<file path="src/rtl/acc_pkg.sv">
// Shared types for the accumulator bank: opcodes, FSM states and the status-flag bundle.
package acc_pkg;

  typedef enum logic [2:0] {
    OpNop  = 3'd0,
    OpLoad = 3'd1,
    OpAdd  = 3'd2,
    OpSub  = 3'd3,
    OpClr  = 3'd4,
    OpRadd = 3'd5
  } op_e;

  typedef enum logic [1:0] {
    StIdle = 2'd0,
    StRun  = 2'd1,
    StDone = 2'd2
  } state_e;

  typedef struct packed {
    logic z;
    logic c;
    logic v;
    logic n;
  } flags_t;

endpackage

</file>
<file path="src/rtl/acc_bank_if.sv">
// Command/response bundle between the control unit (master) and the accumulator bank (slave).
interface acc_bank_if #(
  parameter int unsigned WIDTH = 8,
  parameter int unsigned SEL_W = 2,
  parameter int unsigned CNT_W = 4
) ();
  logic             op_valid;
  logic             op_ready;
  logic [2:0]       op;
  logic [SEL_W-1:0] sel;
  logic [WIDTH-1:0] data_in;
  logic [CNT_W-1:0] cnt_in;
  logic [SEL_W-1:0] rd_sel;
  logic [WIDTH-1:0] acc_out;
  logic             result_valid;
  logic             err;
  logic             flag_z;
  logic             flag_c;
  logic             flag_v;
  logic             flag_n;

  modport master (
    output op_valid, op, sel, data_in, cnt_in, rd_sel,
    input  op_ready, acc_out, result_valid, err, flag_z, flag_c, flag_v, flag_n
  );

  modport slave (
    input  op_valid, op, sel, data_in, cnt_in, rd_sel,
    output op_ready, acc_out, result_valid, err, flag_z, flag_c, flag_v, flag_n
  );
endinterface

</file>
<file path="src/rtl/acc_alu.sv">
// Combinational add/subtract with optional unsigned saturation; flags describe the raw operation
// except Z/N, which follow the (possibly clamped) result.
module acc_alu
  import acc_pkg::*;
#(
  parameter int unsigned WIDTH = 8
) (
  input  logic [WIDTH-1:0] a_i,
  input  logic [WIDTH-1:0] b_i,
  input  logic             sub_i,
  input  logic             sat_i,
  output logic [WIDTH-1:0] res_o,
  output flags_t           flags_o
);
  logic [WIDTH:0] raw;
  logic           ovf;

  always_comb begin
    raw = sub_i ? ({1'b0, a_i} - {1'b0, b_i}) : ({1'b0, a_i} + {1'b0, b_i});
    // For subtraction the extra bit is the borrow (a < b unsigned).
    if (sub_i) begin
      ovf = (a_i[WIDTH-1] != b_i[WIDTH-1]) && (raw[WIDTH-1] != a_i[WIDTH-1]);
    end else begin
      ovf = (a_i[WIDTH-1] == b_i[WIDTH-1]) && (raw[WIDTH-1] != a_i[WIDTH-1]);
    end
    res_o = raw[WIDTH-1:0];
    if (sat_i && raw[WIDTH]) begin
      res_o = sub_i ? '0 : '1;
    end
    flags_o = '{z: (res_o == '0), c: raw[WIDTH], v: ovf, n: res_o[WIDTH-1]};
  end
endmodule

</file>
<file path="src/rtl/acc_bank.sv">
// Bank of NUM_ACC accumulators with load/add/sub/clear and a multi-cycle repeated add,
// accepting one command at a time over a valid/ready handshake.
module acc_bank
  import acc_pkg::*;
#(
  parameter int unsigned WIDTH   = 8,
  parameter int unsigned NUM_ACC = 4,
  parameter int unsigned CNT_W   = 4,
  parameter int unsigned SAT     = 0,
  parameter int unsigned SEL_W   = (NUM_ACC > 1) ? $clog2(NUM_ACC) : 1
) (
  input  logic        clk,
  input  logic        rst,
  acc_bank_if.slave   bus
);
  localparam logic [SEL_W:0] NumAccL = (SEL_W + 1)'(NUM_ACC);
  localparam bit SatEn = (SAT != 0);

  state_e           state_q, state_d;
  logic [WIDTH-1:0] acc_q [NUM_ACC];
  logic [WIDTH-1:0] acc_d [NUM_ACC];
  flags_t           flags_q, flags_d, alu_flags;
  logic             rv_q, rv_d, err_q, err_d;
  logic             stick_c_q, stick_c_d, stick_v_q, stick_v_d;
  logic [CNT_W-1:0] cnt_q, cnt_d;
  logic [SEL_W-1:0] rsel_q, rsel_d;
  logic [WIDTH-1:0] rdata_q, rdata_d;
  logic [WIDTH-1:0] a_val, b_val, alu_res;
  logic             run, sel_ok, alu_sub;

  assign run     = (state_q == StRun);
  assign sel_ok  = ({1'b0, bus.sel} < NumAccL);
  assign b_val   = run ? rdata_q : bus.data_in;
  assign alu_sub = !run && (bus.op == OpSub);

  // One ALU serves both the single-cycle ops and every step of a repeated add.
  always_comb begin
    a_val = '0;
    if (run) begin
      a_val = acc_q[rsel_q];
    end else if (sel_ok) begin
      a_val = acc_q[bus.sel];
    end
  end

  acc_alu #(.WIDTH(WIDTH)) u_alu (
    .a_i     (a_val),
    .b_i     (b_val),
    .sub_i   (alu_sub),
    .sat_i   (SatEn),
    .res_o   (alu_res),
    .flags_o (alu_flags)
  );

  always_comb begin
    bus.acc_out = '0;
    if ({1'b0, bus.rd_sel} < NumAccL) begin
      bus.acc_out = acc_q[bus.rd_sel];
    end
  end

  always_comb begin
    state_d   = state_q;
    acc_d     = acc_q;
    flags_d   = flags_q;
    rv_d      = 1'b0;
    err_d     = 1'b0;
    cnt_d     = cnt_q;
    rsel_d    = rsel_q;
    rdata_d   = rdata_q;
    stick_c_d = stick_c_q;
    stick_v_d = stick_v_q;
    unique case (state_q)
      StIdle: begin
        if (bus.op_valid) begin
          rv_d = 1'b1;
          if (!sel_ok || (bus.op > OpRadd)) begin
            err_d = 1'b1;
          end else begin
            case (bus.op)
              OpLoad: begin
                acc_d[bus.sel] = bus.data_in;
                flags_d = '{z: (bus.data_in == '0), c: 1'b0, v: 1'b0, n: bus.data_in[WIDTH-1]};
              end
              OpAdd, OpSub: begin
                acc_d[bus.sel] = alu_res;
                flags_d        = alu_flags;
              end
              OpClr: begin
                acc_d[bus.sel] = '0;
                flags_d        = '{z: 1'b1, c: 1'b0, v: 1'b0, n: 1'b0};
              end
              OpRadd: begin
                rsel_d    = bus.sel;
                rdata_d   = bus.data_in;
                cnt_d     = bus.cnt_in;
                stick_c_d = 1'b0;
                stick_v_d = 1'b0;
                // The completion pulse is raised on entry to StDone instead.
                if (bus.cnt_in == '0) begin
                  state_d = StDone;
                  flags_d = '{z: (a_val == '0), c: 1'b0, v: 1'b0, n: a_val[WIDTH-1]};
                end else begin
                  state_d = StRun;
                  rv_d    = 1'b0;
                end
              end
              default: ;
            endcase
          end
        end
      end
      StRun: begin
        acc_d[rsel_q] = alu_res;
        stick_c_d     = stick_c_q | alu_flags.c;
        stick_v_d     = stick_v_q | alu_flags.v;
        cnt_d         = cnt_q - CNT_W'(1);
        if (cnt_q == CNT_W'(1)) begin
          state_d = StDone;
          rv_d    = 1'b1;
          flags_d = '{z: alu_flags.z, c: stick_c_d, v: stick_v_d, n: alu_flags.n};
        end
      end
      StDone:  state_d = StIdle;
      default: state_d = StIdle;
    endcase
  end

  always_ff @(posedge clk or negedge rst) begin
    if (!rst) begin
      state_q   <= StIdle;
      for (int i = 0; i < int'(NUM_ACC); i++) acc_q[i] <= '0;
      flags_q   <= '0;
      rv_q      <= 1'b0;
      err_q     <= 1'b0;
      cnt_q     <= '0;
      rsel_q    <= '0;
      rdata_q   <= '0;
      stick_c_q <= 1'b0;
      stick_v_q <= 1'b0;
    end else begin
      state_q   <= state_d;
      acc_q     <= acc_d;
      flags_q   <= flags_d;
      rv_q      <= rv_d;
      err_q     <= err_d;
      cnt_q     <= cnt_d;
      rsel_q    <= rsel_d;
      rdata_q   <= rdata_d;
      stick_c_q <= stick_c_d;
      stick_v_q <= stick_v_d;
    end
  end

  assign bus.op_ready     = (state_q == StIdle);
  assign bus.result_valid = rv_q;
  assign bus.err          = err_q;
  assign bus.flag_z       = flags_q.z;
  assign bus.flag_c       = flags_q.c;
  assign bus.flag_v       = flags_q.v;
  assign bus.flag_n       = flags_q.n;
endmodule

</file>
<file path="src/flat_wrapper.sv">
// flat-port wrapper written by rule: the top's interface ports become plain ports
module acc_bank_flat import acc_pkg::*;
#(
  parameter int unsigned WIDTH   = 8,
  parameter int unsigned NUM_ACC = 4,
  parameter int unsigned CNT_W   = 4,
  parameter int unsigned SAT     = 0,
  parameter int unsigned SEL_W   = (NUM_ACC > 1) ? $clog2(NUM_ACC) : 1
)
  (clk, rst, bus_op_valid, bus_op, bus_sel, bus_data_in, bus_cnt_in, bus_rd_sel, bus_op_ready, bus_acc_out, bus_result_valid, bus_err, bus_flag_z, bus_flag_c, bus_flag_v, bus_flag_n);
  acc_bank_if #(.WIDTH(WIDTH), .SEL_W(SEL_W), .CNT_W(CNT_W)) bus_i ();
  input  logic clk;
  input  logic rst;
  input wire logic [$bits(bus_i.op_valid)-1:0] bus_op_valid;
  input wire logic [$bits(bus_i.op)-1:0] bus_op;
  input wire logic [$bits(bus_i.sel)-1:0] bus_sel;
  input wire logic [$bits(bus_i.data_in)-1:0] bus_data_in;
  input wire logic [$bits(bus_i.cnt_in)-1:0] bus_cnt_in;
  input wire logic [$bits(bus_i.rd_sel)-1:0] bus_rd_sel;
  output wire logic [$bits(bus_i.op_ready)-1:0] bus_op_ready;
  output wire logic [$bits(bus_i.acc_out)-1:0] bus_acc_out;
  output wire logic [$bits(bus_i.result_valid)-1:0] bus_result_valid;
  output wire logic [$bits(bus_i.err)-1:0] bus_err;
  output wire logic [$bits(bus_i.flag_z)-1:0] bus_flag_z;
  output wire logic [$bits(bus_i.flag_c)-1:0] bus_flag_c;
  output wire logic [$bits(bus_i.flag_v)-1:0] bus_flag_v;
  output wire logic [$bits(bus_i.flag_n)-1:0] bus_flag_n;
  assign bus_i.op_valid = bus_op_valid;
  assign bus_i.op = bus_op;
  assign bus_i.sel = bus_sel;
  assign bus_i.data_in = bus_data_in;
  assign bus_i.cnt_in = bus_cnt_in;
  assign bus_i.rd_sel = bus_rd_sel;
  assign bus_op_ready = bus_i.op_ready;
  assign bus_acc_out = bus_i.acc_out;
  assign bus_result_valid = bus_i.result_valid;
  assign bus_err = bus_i.err;
  assign bus_flag_z = bus_i.flag_z;
  assign bus_flag_c = bus_i.flag_c;
  assign bus_flag_v = bus_i.flag_v;
  assign bus_flag_n = bus_i.flag_n;
  acc_bank #(.WIDTH(WIDTH), .NUM_ACC(NUM_ACC), .CNT_W(CNT_W), .SAT(SAT), .SEL_W(SEL_W)) u_core (.clk(clk), .rst(rst), .bus(bus_i));
endmodule
</file>
<file path="config.mk">
export PLATFORM = sky130hd
export DESIGN_NAME = acc_bank_flat
export DESIGN_NICKNAME = d
export VERILOG_FILES = /design/src/rtl/acc_pkg.sv /design/src/rtl/acc_bank_if.sv /design/src/rtl/acc_alu.sv /design/src/rtl/acc_bank.sv /design/src/flat_wrapper.sv
export SDC_FILE = /design/constraint.sdc
export NUM_CORES = 1
export LEC_CHECK = 0
export ABC_AREA = 1
export CORE_MARGIN = 2
export CORE_UTILIZATION = 50
export DETAILED_ROUTE_END_ITERATION = 8
export HOLD_SLACK_MARGIN = 0.15
export PLACE_DENSITY = 0.79
export SLEW_MARGIN = 25
export SYNTH_ARGS = -nofsm -noshare
export SYNTH_HDL_FRONTEND = slang
export SYNTH_SLANG_ARGS = --single-unit
</file>
<file path="constraint.sdc">
create_clock -name clk -period 8.55 [get_ports clk]
set_input_delay 2.565 -clock clk [delete_from_list [all_inputs] [get_ports clk]]
set_output_delay 2.565 -clock clk [all_outputs]
set_load 0.005 [all_outputs]
</file>
==> flow_summary.toml, run 1 <==
[outcome]
status = "complete, no violations"

[synthesis]
yosysTopAreaCell = "dfrtp_1"
yosys.area.top_type_share_pct = 27.4
synthCells = 842
synth.area.top_cells = "dfrtp_1 (27%), nand2_1 (20%), inv_1 (7.1%), nor2_1 (6.4%), o21ai_0 (6.2%)"
netlist_area_um2 = 5110
synth_cell_types = 41
yosys_register_bits = 56
syn-num-nets = 876
yosys_warnings = 0
synth.avg_cell_area_um2 = 6.07
synth_seq_area_share_pct = 27.4

[placed_design]
place_area_um2 = 5480
gp_congestion = 1.03
dp_hpwl_mm = 12.7
post-place-ws_ns = 1.41
port_buffers = 36

[setup_path]
cp-end-kind = "primary output"
cp.buffers_inverters = 3
cp-start-kind = "input port"
path_max_fanout = 20
crit_chain = "clkdlybuf4s50_1 > inv_1 > o21ai_0 > a21oi_1 > a21oi_1 > clkdlybuf4s50_1"
worstSetupPathDepth = 6
startpoint = "bus_rd_sel[0]"
slowest_delay_ns = 0.71
worst-r2r-cell-count = 21
critPathKind = "input port to primary output"
slowest_stage = "clkdlybuf4s50_1"
reg2reg_setup_slack_ns = 4.25
cp.required_ns = 5.99
cp_data_arrival_time_ns = 4.62
timing.rr.start = "u_core.state_q[0]$_DFFE_PN0P_"
cpLargestDelayFamily = "buffers and inverters"

[routing]
ant_nets = 0
drc = 0
drtPass1Iterations = 5
drt_iter0_markers = 665
routedWlPerCell_um = 17.2
num_vias = 5743
routed_via_density = 5.81
wirelength_mm = 17.0

[cts]
clock_latency_ns = 0.34
post-cts-setup-buffers = 0
cts_hold_buffers = 0
cts.clk_slew.worst_paths_ns = 0.12
cts_buffers = 5
htreeDepth = 2
cts_buffer_depth = 2
post_cts_resized = 0
tritoncts = "done"
cts.sinks = 56
cts_root_buffer = "clkbuf_8"

[global_route]
grt_use_total_pct = 31.3
grt_max_degree = 58
grt_pass1_wl_mm = 27.3
antenna_found_initial = 0
overflow = 0
grt_pass1_vias = 5229

[timing]
fin_crit_ns = 7.18
relSlewSlack_pct = 36.7
fin_skew_ns = 0.0167
setup_tns_ns = 0
worst_pin_slew_ns = 0.946
setup_viol = 0
fin_ws_ns = 1.37
hold_viol_final = 0
maxSlewViolCount = 0
clock.fmax_mhz = 139
rsz0062_at_grt = "false"
period_share_pct = 84.0

[pwr]
p_int_w = 0.000978
power_per_cell_area_nw_per_um2 = 421
worst_ir_drop_vdd_mv = 0.212
p_comb_share_pct = 69.9
clockPowerShare_pct = 6.8
p_seq_share_pct = 23.4
p_leak_nw = 2.75
swShare_pct = 58.3
p_sw_w = 0.00137

[layout]
area.growth.synth_to_final_pct = 9.04
diodes = 0
layout_commonest_cell = "nand2_1"
nNetsFinal = 889
fill_cells = 1005
layout_common_cells = "nand2_1 (270), inv_1 (96), nor2_1 (87)"
final_layout_size_suffix_gt1_share_pct = 5.61
stdcell_area_um2 = 5570

[floorplanning]
dieArea_um2 = 11000
fp-row-count = 36
core_um2 = 9860
ios = 37
start_util_pct = 51.8
chipHeight_um = 105
fp.dieW_um = 105

[min_path]
hp-start = "u_core.acc_q[24]$_DFFE_PN0P_"
hold_path_depth = 2
hp-class = "flip-flop to flip-flop"

[flow_run]
maxCapViolations = 0
-- per-layer routing --
layer	vias up	GRT usage, %	wire length (um)
met1	2603	41.9	6990
met5	-	0	0
met4	0	11.1	542
met2	321	49.9	7780
li1	2770	-	-
met3	49	6.61	1680
-- stage by stage --
stage / util [%] / cells / hold WS, ns / power (W)
after floorplan: - / 842 / 0.475 / 0.00168
after global placement: 55.6 / 981 / 0.513 / 0.00211
after detailed placement: 55.6 / 981 / 0.515 / 0.00213
after CTS: 56.5 / 989 / 0.542 / 0.00229
after global routing: 56.5 / 989 / 0.568 / 0.00255
final: 56.5 / 989 / 0.546 / 0.00235
-- flip-flops by register name, indices dropped and copies added, names as in the netlist, 2 cells and up --
register,count
u_core.cnt_q,4
u_core.state_q,2
u_core.rsel_q,2
u_core.acc_q,32
u_core.rdata_q,8
-- final timing paths --
check / endpoint
worst min-delay path: u_core.acc_q[24]$_DFFE_PN0P_
min in group asynchronous: u_core.acc_q[25]$_DFFE_PN0P_
worst max-delay path: bus_acc_out[7]
worst max register to register: u_core.acc_q[31]$_DFFE_PN0P_
worst min register to register: u_core.acc_q[24]$_DFFE_PN0P_
max in group asynchronous: u_core.bus.result_valid$_DFF_PN0_
-- worst reg2reg max path: cells and delay by family, from the launching register on --
family / cells / cell delay [ns]
AND/OR/NAND/NOR: 11 / 1.46
XOR/XNOR: 1 / 0.16
AO/OA/AOI/OAI: 4 / 0.57
flip-flops: 1 / 0.42
buffers and inverters: 3 / 1.04
adder cells (fa/ha/maj): 2 / 0.60
-- Yosys cell counts (all sizes together) --
cell type and n:
nand2 274, inv 107, nor2 100, o21ai 84, a21oi 63, dfrtp 56
nand3 40, buf 25, o22ai 20, ha 11, clkbuf 8, xor2 8
nor3 7, o31ai 7, o221ai 6, a31oi 5, nand3b 3, nand4 3
o211ai 3, a22oi 2, nor4 2, a211oi 1, a21o 1, a22o 1
a32oi 1, fa 1, o21bai 1, o32ai 1, xnor2 1
-- final cells by class --
class	count	area, um^2	area share, %
multi-input combinational	646	3130	56.2
sequential	56	1400	25.2
inverter	107	402	7.21
timing repair buffer	39	378	6.78
tap	133	166	2.99
clock buffer	5	68.8	1.24
clock inverter	3	21.3	0.382
-- cells by family after synthesis --
logic type / synth area share (%)
buf+inv: 11.2
compound gates: 21.8
flops: 27.4
xor+xnor: 1.54
fa+ha+maj: 3.09
simple gates: 34.9
-- power by group through the flow --
stage,clock (W),sequential [W],combinational (W)
after floorplan,0,0.000464,0.00121
after global placement,0,0.000541,0.00157
after detailed placement,0,0.000542,0.00159
after CTS,0.000160,0.000537,0.00159
after global routing,0.000170,0.000555,0.00183
final,0.000159,0.000548,0.00164
Note: power is estimated with default switching activity, not from simulation.
==> inputs of run 2 (changes only) <==
PLACE_DENSITY = 0.81   (was 0.79)
clock period = 6.3 ns   (was 8.55 ns; I/O delays follow)
==> flow_summary.toml, run 2 (synthesis gave the netlist of run 1 again) <==
[outcome]
status = "complete, no violations"

[cts]
post-cts-setup-buffers = 0
cts_root_buffer = "clkbuf_8"
cts.clk_slew.worst_paths_ns = 0.10
post_cts_resized = 0
cts_hold_buffers = 0
clock_latency_ns = 0.33
cts_buffer_depth = 2
htreeDepth = 2
tritoncts = "done"
cts.sinks = 56
cts_buffers = 5

[setup_path]
critPathKind = "input port to primary output"
r2r_end = "u_core.acc_q[30]$_DFFE_PN0P_"
worst-r2r-cell-count = 23
cpLargestDelayFamily = "buffers and inverters"
slowest_delay_ns = 0.70
timing.rr.start = "u_core.state_q[1]$_DFFE_PN0P_"
cp-start-kind = "input port"
cp.buffers_inverters = 3
slowest_stage = "clkdlybuf4s50_1"
reg2reg_setup_slack_ns = 2.26
cp_data_arrival_time_ns = 3.90
cp.required_ns = 4.41
cp-end-kind = "primary output"
crit_chain = "clkdlybuf4s50_1 > inv_1 > o21ai_0 > a21oi_1 > a21oi_1 > clkdlybuf4s50_1"
path_max_fanout = 20

[timing]
setup_viol = 0
fin_skew_ns = 0.0102
worst_pin_slew_ns = 0.740
fin_crit_ns = 5.79
setup_tns_ns = 0
clock.fmax_mhz = 173
maxSlewViolCount = 0
relSlewSlack_pct = 50.6
rsz0062_at_grt = "false"
hold_viol_final = 0
period_share_pct = 91.9

[placed_design]
port_buffers = 36
gp_congestion = 1.02
dp_hpwl_mm = 12.6

[pwr]
power_per_cell_area_nw_per_um2 = 568
worst_ir_drop_vdd_mv = 0.270
p_leak_nw = 2.78

[layout]
fin_util_pct = 56.9
area.growth.synth_to_final_pct = 9.80
diodes = 0
layout_common_cells = "nand2_1 (270), inv_1 (96), nor2_1 (86)"
nNetsFinal = 893
largest_register_ffs = 32
final_layout_size_suffix_gt1_share_pct = 6.05
layout_commonest_cell = "nand2_1"
reg_top3 = "u_core.acc_q (32), u_core.rdata_q (8), u_core.cnt_q (4)"
top_register = "u_core.acc_q"

[routing]
routed_via_density = 5.85
wirelength_mm = 16.8
ant_nets = 0
drc = 0
routedWlPerCell_um = 17.0
drtPass1Iterations = 7
num_vias = 5807
drt_iter0_markers = 737

[min_path]
hp-class = "flip-flop to flip-flop"
hp-start = "u_core.rdata_q[7]$_DFFE_PN0P_"
worstHoldEndpoint = "u_core.rdata_q[7]$_DFFE_PN0P_"
hold_path_depth = 2

[floorplanning]
start_util_pct = 51.8
fp-row-count = 36
core_um2 = 9860
fp.dieW_um = 105
dieArea_um2 = 11000
ios = 37
chipHeight_um = 105

[flow_run]
maxCapViolations = 0

[global_route]
grt_max_degree = 57
grt_use_total_pct = 31.1
overflow = 0
grt_pass1_vias = 5224
grt_pass1_wl_mm = 27.1
antenna_found_initial = 0
## run 2: cell types whose count changed in the layout (fill, tap and decap cells not counted), sizes merged
cell / before / now
buf: 4 / 8
clkinv: 1 / 0
clkinvlp: 1 / 0
clkbuf: 5 / 7
inv: 108 / 107
## run 2: final cells by class
type	instances	area [um^2]
fillers	1002	4260
multi-input cells	646	3140
well taps	133	166
clock buffers	7	96.3
flip-flops and latches	56	1400
repair buffers	43	408
inverters	107	402
## run 2: where the power goes
| part | leakage (nW) | internal [W] | switching, W |
|---|---|---|---|
| clock network | 0.0503 | 0.0000982 | 0.000119 |
| registers | 0.684 | 0.000524 | 0.000220 |
| logic | 2.04 | 0.000725 | 0.00150 |
| total | 2.78 | 0.00135 | 0.00184 |
## run 2: through the flow
step | setup slack (ns) | power, W | hold slack [ns] | cell area [um^2] | instances
6_report | 0.512 | 0.00319 | 0.545 | 5610 | 992
5_1_grt | 0.304 | 0.00346 | 0.588 | 5610 | 992
4_1_cts | 0.529 | 0.00312 | 0.541 | 5610 | 992
3_5_place_dp | 0.525 | 0.00289 | 0.517 | 5510 | 985
3_3_place_gp | 0.584 | 0.00286 | 0.518 | 5510 | 985
2_1_floorplan | 1.95 | 0.00228 | 0.475 | 5110 | 842
## run 2: worst max path at each step
| stage | start | endpoint | slack (ns) | cells past startpoint |
|---|---|---|---|---|
| after global placement | bus_rd_sel[0] | bus_acc_out[7] | 0.58 | 6 |
| final | bus_rd_sel[0] | bus_acc_out[7] | 0.51 | 6 |
| after floorplan | bus_rd_sel[1] | bus_acc_out[5] | 1.95 | 4 |
| after CTS | bus_rd_sel[0] | bus_acc_out[1] | 0.53 | 6 |
| after global routing | bus_rd_sel[0] | bus_acc_out[1] | 0.30 | 6 |
| after detailed placement | bus_rd_sel[0] | bus_acc_out[1] | 0.52 | 6 |
## run 2: worst reg2reg max path: cells and delay by family, from the launching register on
kind	cells	cell delay (ns)
DFF	1	0.38
buffers and inverters	5	0.84
and+or+nand+nor	12	1.30
AOI/OAI and AO/OA	4	0.67
adders and majority gates	2	0.72
## run 2: metal layers
| layer | up-vias | track usage, % | share of wire [%] |
|---|---|---|---|
| li1 | 2762 | - | - |
| met1 | 2638 | 42.0 | 40 |
| met2 | 348 | 49.6 | 45 |
| met3 | 59 | 4.99 | 11 |
| met4 | 0 | 12.8 | 3.9 |
| met5 | - | 0 | 0 |
==> inputs of run 3 (changes only) <==
CORE_UTILIZATION = 55   (was 50)
PLACE_DENSITY = 0.87   (was 0.81)
==> flow_summary.toml, run 3 (synthesis gave the netlist of run 1 again) <==
[outcome]
status = "complete, no violations"

[setup_path]
critPathKind = "input port to primary output"
path_max_fanout = 20
cp-start-kind = "input port"
cp-end-kind = "primary output"
cp.required_ns = 4.41
cp_data_arrival_time_ns = 3.85

[timing]
relSlewSlack_pct = 50.4
setup_tns_ns = 0
rsz0062_at_grt = "false"
worst_pin_slew_ns = 0.744
maxSlewViolCount = 0
fin_crit_ns = 5.74
clock.fmax_mhz = 174
fin_skew_ns = 0.00434
hold_viol_final = 0
setup_viol = 0
period_share_pct = 91.1

[cts]
cts_root_buffer = "clkbuf_8"
post_cts_resized = 0
htreeDepth = 2
cts_hold_buffers = 0
cts_buffers = 5
cts.sinks = 56
post-cts-setup-buffers = 0
clock_latency_ns = 0.32
tritoncts = "done"
cts_buffer_depth = 2
cts.clk_slew.worst_paths_ns = 0.11

[global_route]
grt_pass1_vias = 5266
antenna_found_initial = 0
overflow = 0
grt_max_degree = 57
grt_use_total_pct = 34.9
grt_pass1_wl_mm = 27.1

[pwr]
p_leak_nw = 2.77
worst_ir_drop_vdd_mv = 0.350
power_per_cell_area_nw_per_um2 = 569

[min_path]
hp-class = "flip-flop to flip-flop"

[routing]
drtPass1Iterations = 6
routedWlPerCell_um = 17.5
num_vias = 5829
ant_nets = 0
drt_iter0_markers = 804
wirelength_mm = 16.9
routed_via_density = 6.00
drc = 0

[flow_run]
maxCapViolations = 0

[placed_design]
dp_hpwl_mm = 12.6
place_area_um2 = 5480
gp_congestion = 1.07
port_buffers = 36

[layout]
stdcell_area_um2 = 5570
area.growth.synth_to_final_pct = 9.11
layout_common_cells = "nand2_1 (270), inv_1 (96), nor2_1 (87)"
fill_cells = 876
reg_top3 = "u_core.acc_q (32), u_core.rdata_q (8), u_core.cnt_q (4)"
top_register = "u_core.acc_q"
layout_commonest_cell = "nand2_1"
largest_register_ffs = 32
diodes = 0
nNetsFinal = 893
final_layout_size_suffix_gt1_share_pct = 6.05

[floorplanning]
core_um2 = 9110
chipHeight_um = 100
fp.dieW_um = 100
start_util_pct = 56.1
fp-row-count = 35
ios = 37
dieArea_um2 = 10100
==> run 3: cell count changes in the layout (fill, tap and decap cells not counted), sizes merged <==
| cell | previous run | this run |
|---|---|---|
| clkinv | 0 | 2 |
| clkbuf | 7 | 5 |
| inv | 107 | 108 |
==> run 3: critical path, cell delays in order <==
cell	delay, ns
clkdlybuf4s50_1	0.69
inv_1	0.33
o21ai_0	0.24
a21oi_1	0.06
a21oi_1	0.14
clkdlybuf4s50_1	0.51
==> run 3: path summary, 6_finish.rpt <==
path                                                    start                       endpoint  slack [ns]  cells after the start
worst min-delay path            u_core.rdata_q[7]$_DFFE_PN0P_  u_core.rdata_q[7]$_DFFE_PN0P_        0.55                      2
min in group asynchronous                                 rst   u_core.acc_q[19]$_DFFE_PN0P_        1.66                      2
worst max-delay path                            bus_rd_sel[0]                 bus_acc_out[2]        0.56                      6
max in group asynchronous                                 rst    u_core.acc_q[0]$_DFFE_PN0P_        4.10                      2
worst min register to register  u_core.rdata_q[7]$_DFFE_PN0P_  u_core.rdata_q[7]$_DFFE_PN0P_        0.55                      2
worst max register to register  u_core.state_q[1]$_DFFE_PN0P_    u_core.acc_q[7]$_DFFE_PN0P_        2.20                     21
==> run 3: layout make-up <==
type / count / area (um^2) / area share, %
clock buffer: 5 / 68.8 / 1.23
clock inverter: 3 / 22.5 / 0.404
inverter: 107 / 402 / 7.21
multi-input combinational: 646 / 3130 / 56.2
sequential: 56 / 1400 / 25.1
tap: 111 / 139 / 2.49
timing repair buffer: 43 / 408 / 7.32
==> run 3: per-stage QoR <==
stage / power (W) / cells / worst slack (ns) / hold slack [ns] / util, %
floorplan: 0.00228 / 842 / 1.95 / 0.475 / -
global placement: 0.00286 / 963 / 0.610 / 0.511 / 60.2
detailed placement: 0.00289 / 963 / 0.563 / 0.517 / 60.2
CTS: 0.00311 / 971 / 0.568 / 0.543 / 61.2
global route: 0.00345 / 971 / 0.322 / 0.567 / 61.2
finish: 0.00317 / 971 / 0.562 / 0.547 / 61.2
==> run 3: routing by layer <==
| layer | global-route usage (%) | vias up | wire [um] |
|---|---|---|---|
| met5 | 0 | - | 0 |
| met4 | 16.1 | 0 | 748 |
| met3 | 3.83 | 69 | 1860 |
| met2 | 54.5 | 383 | 7570 |
| met1 | 48.5 | 2614 | 6770 |
| li1 | - | 2763 | - |
==> run 3: power breakdown <==
part / leakage, nW / switching (W) / internal (W)
clock: 0.0485 / 0.000133 / 0.0000802
combinational: 2.04 / 0.00150 / 0.000724
sequential: 0.684 / 0.000215 / 0.000524
total: 2.77 / 0.00185 / 0.00133
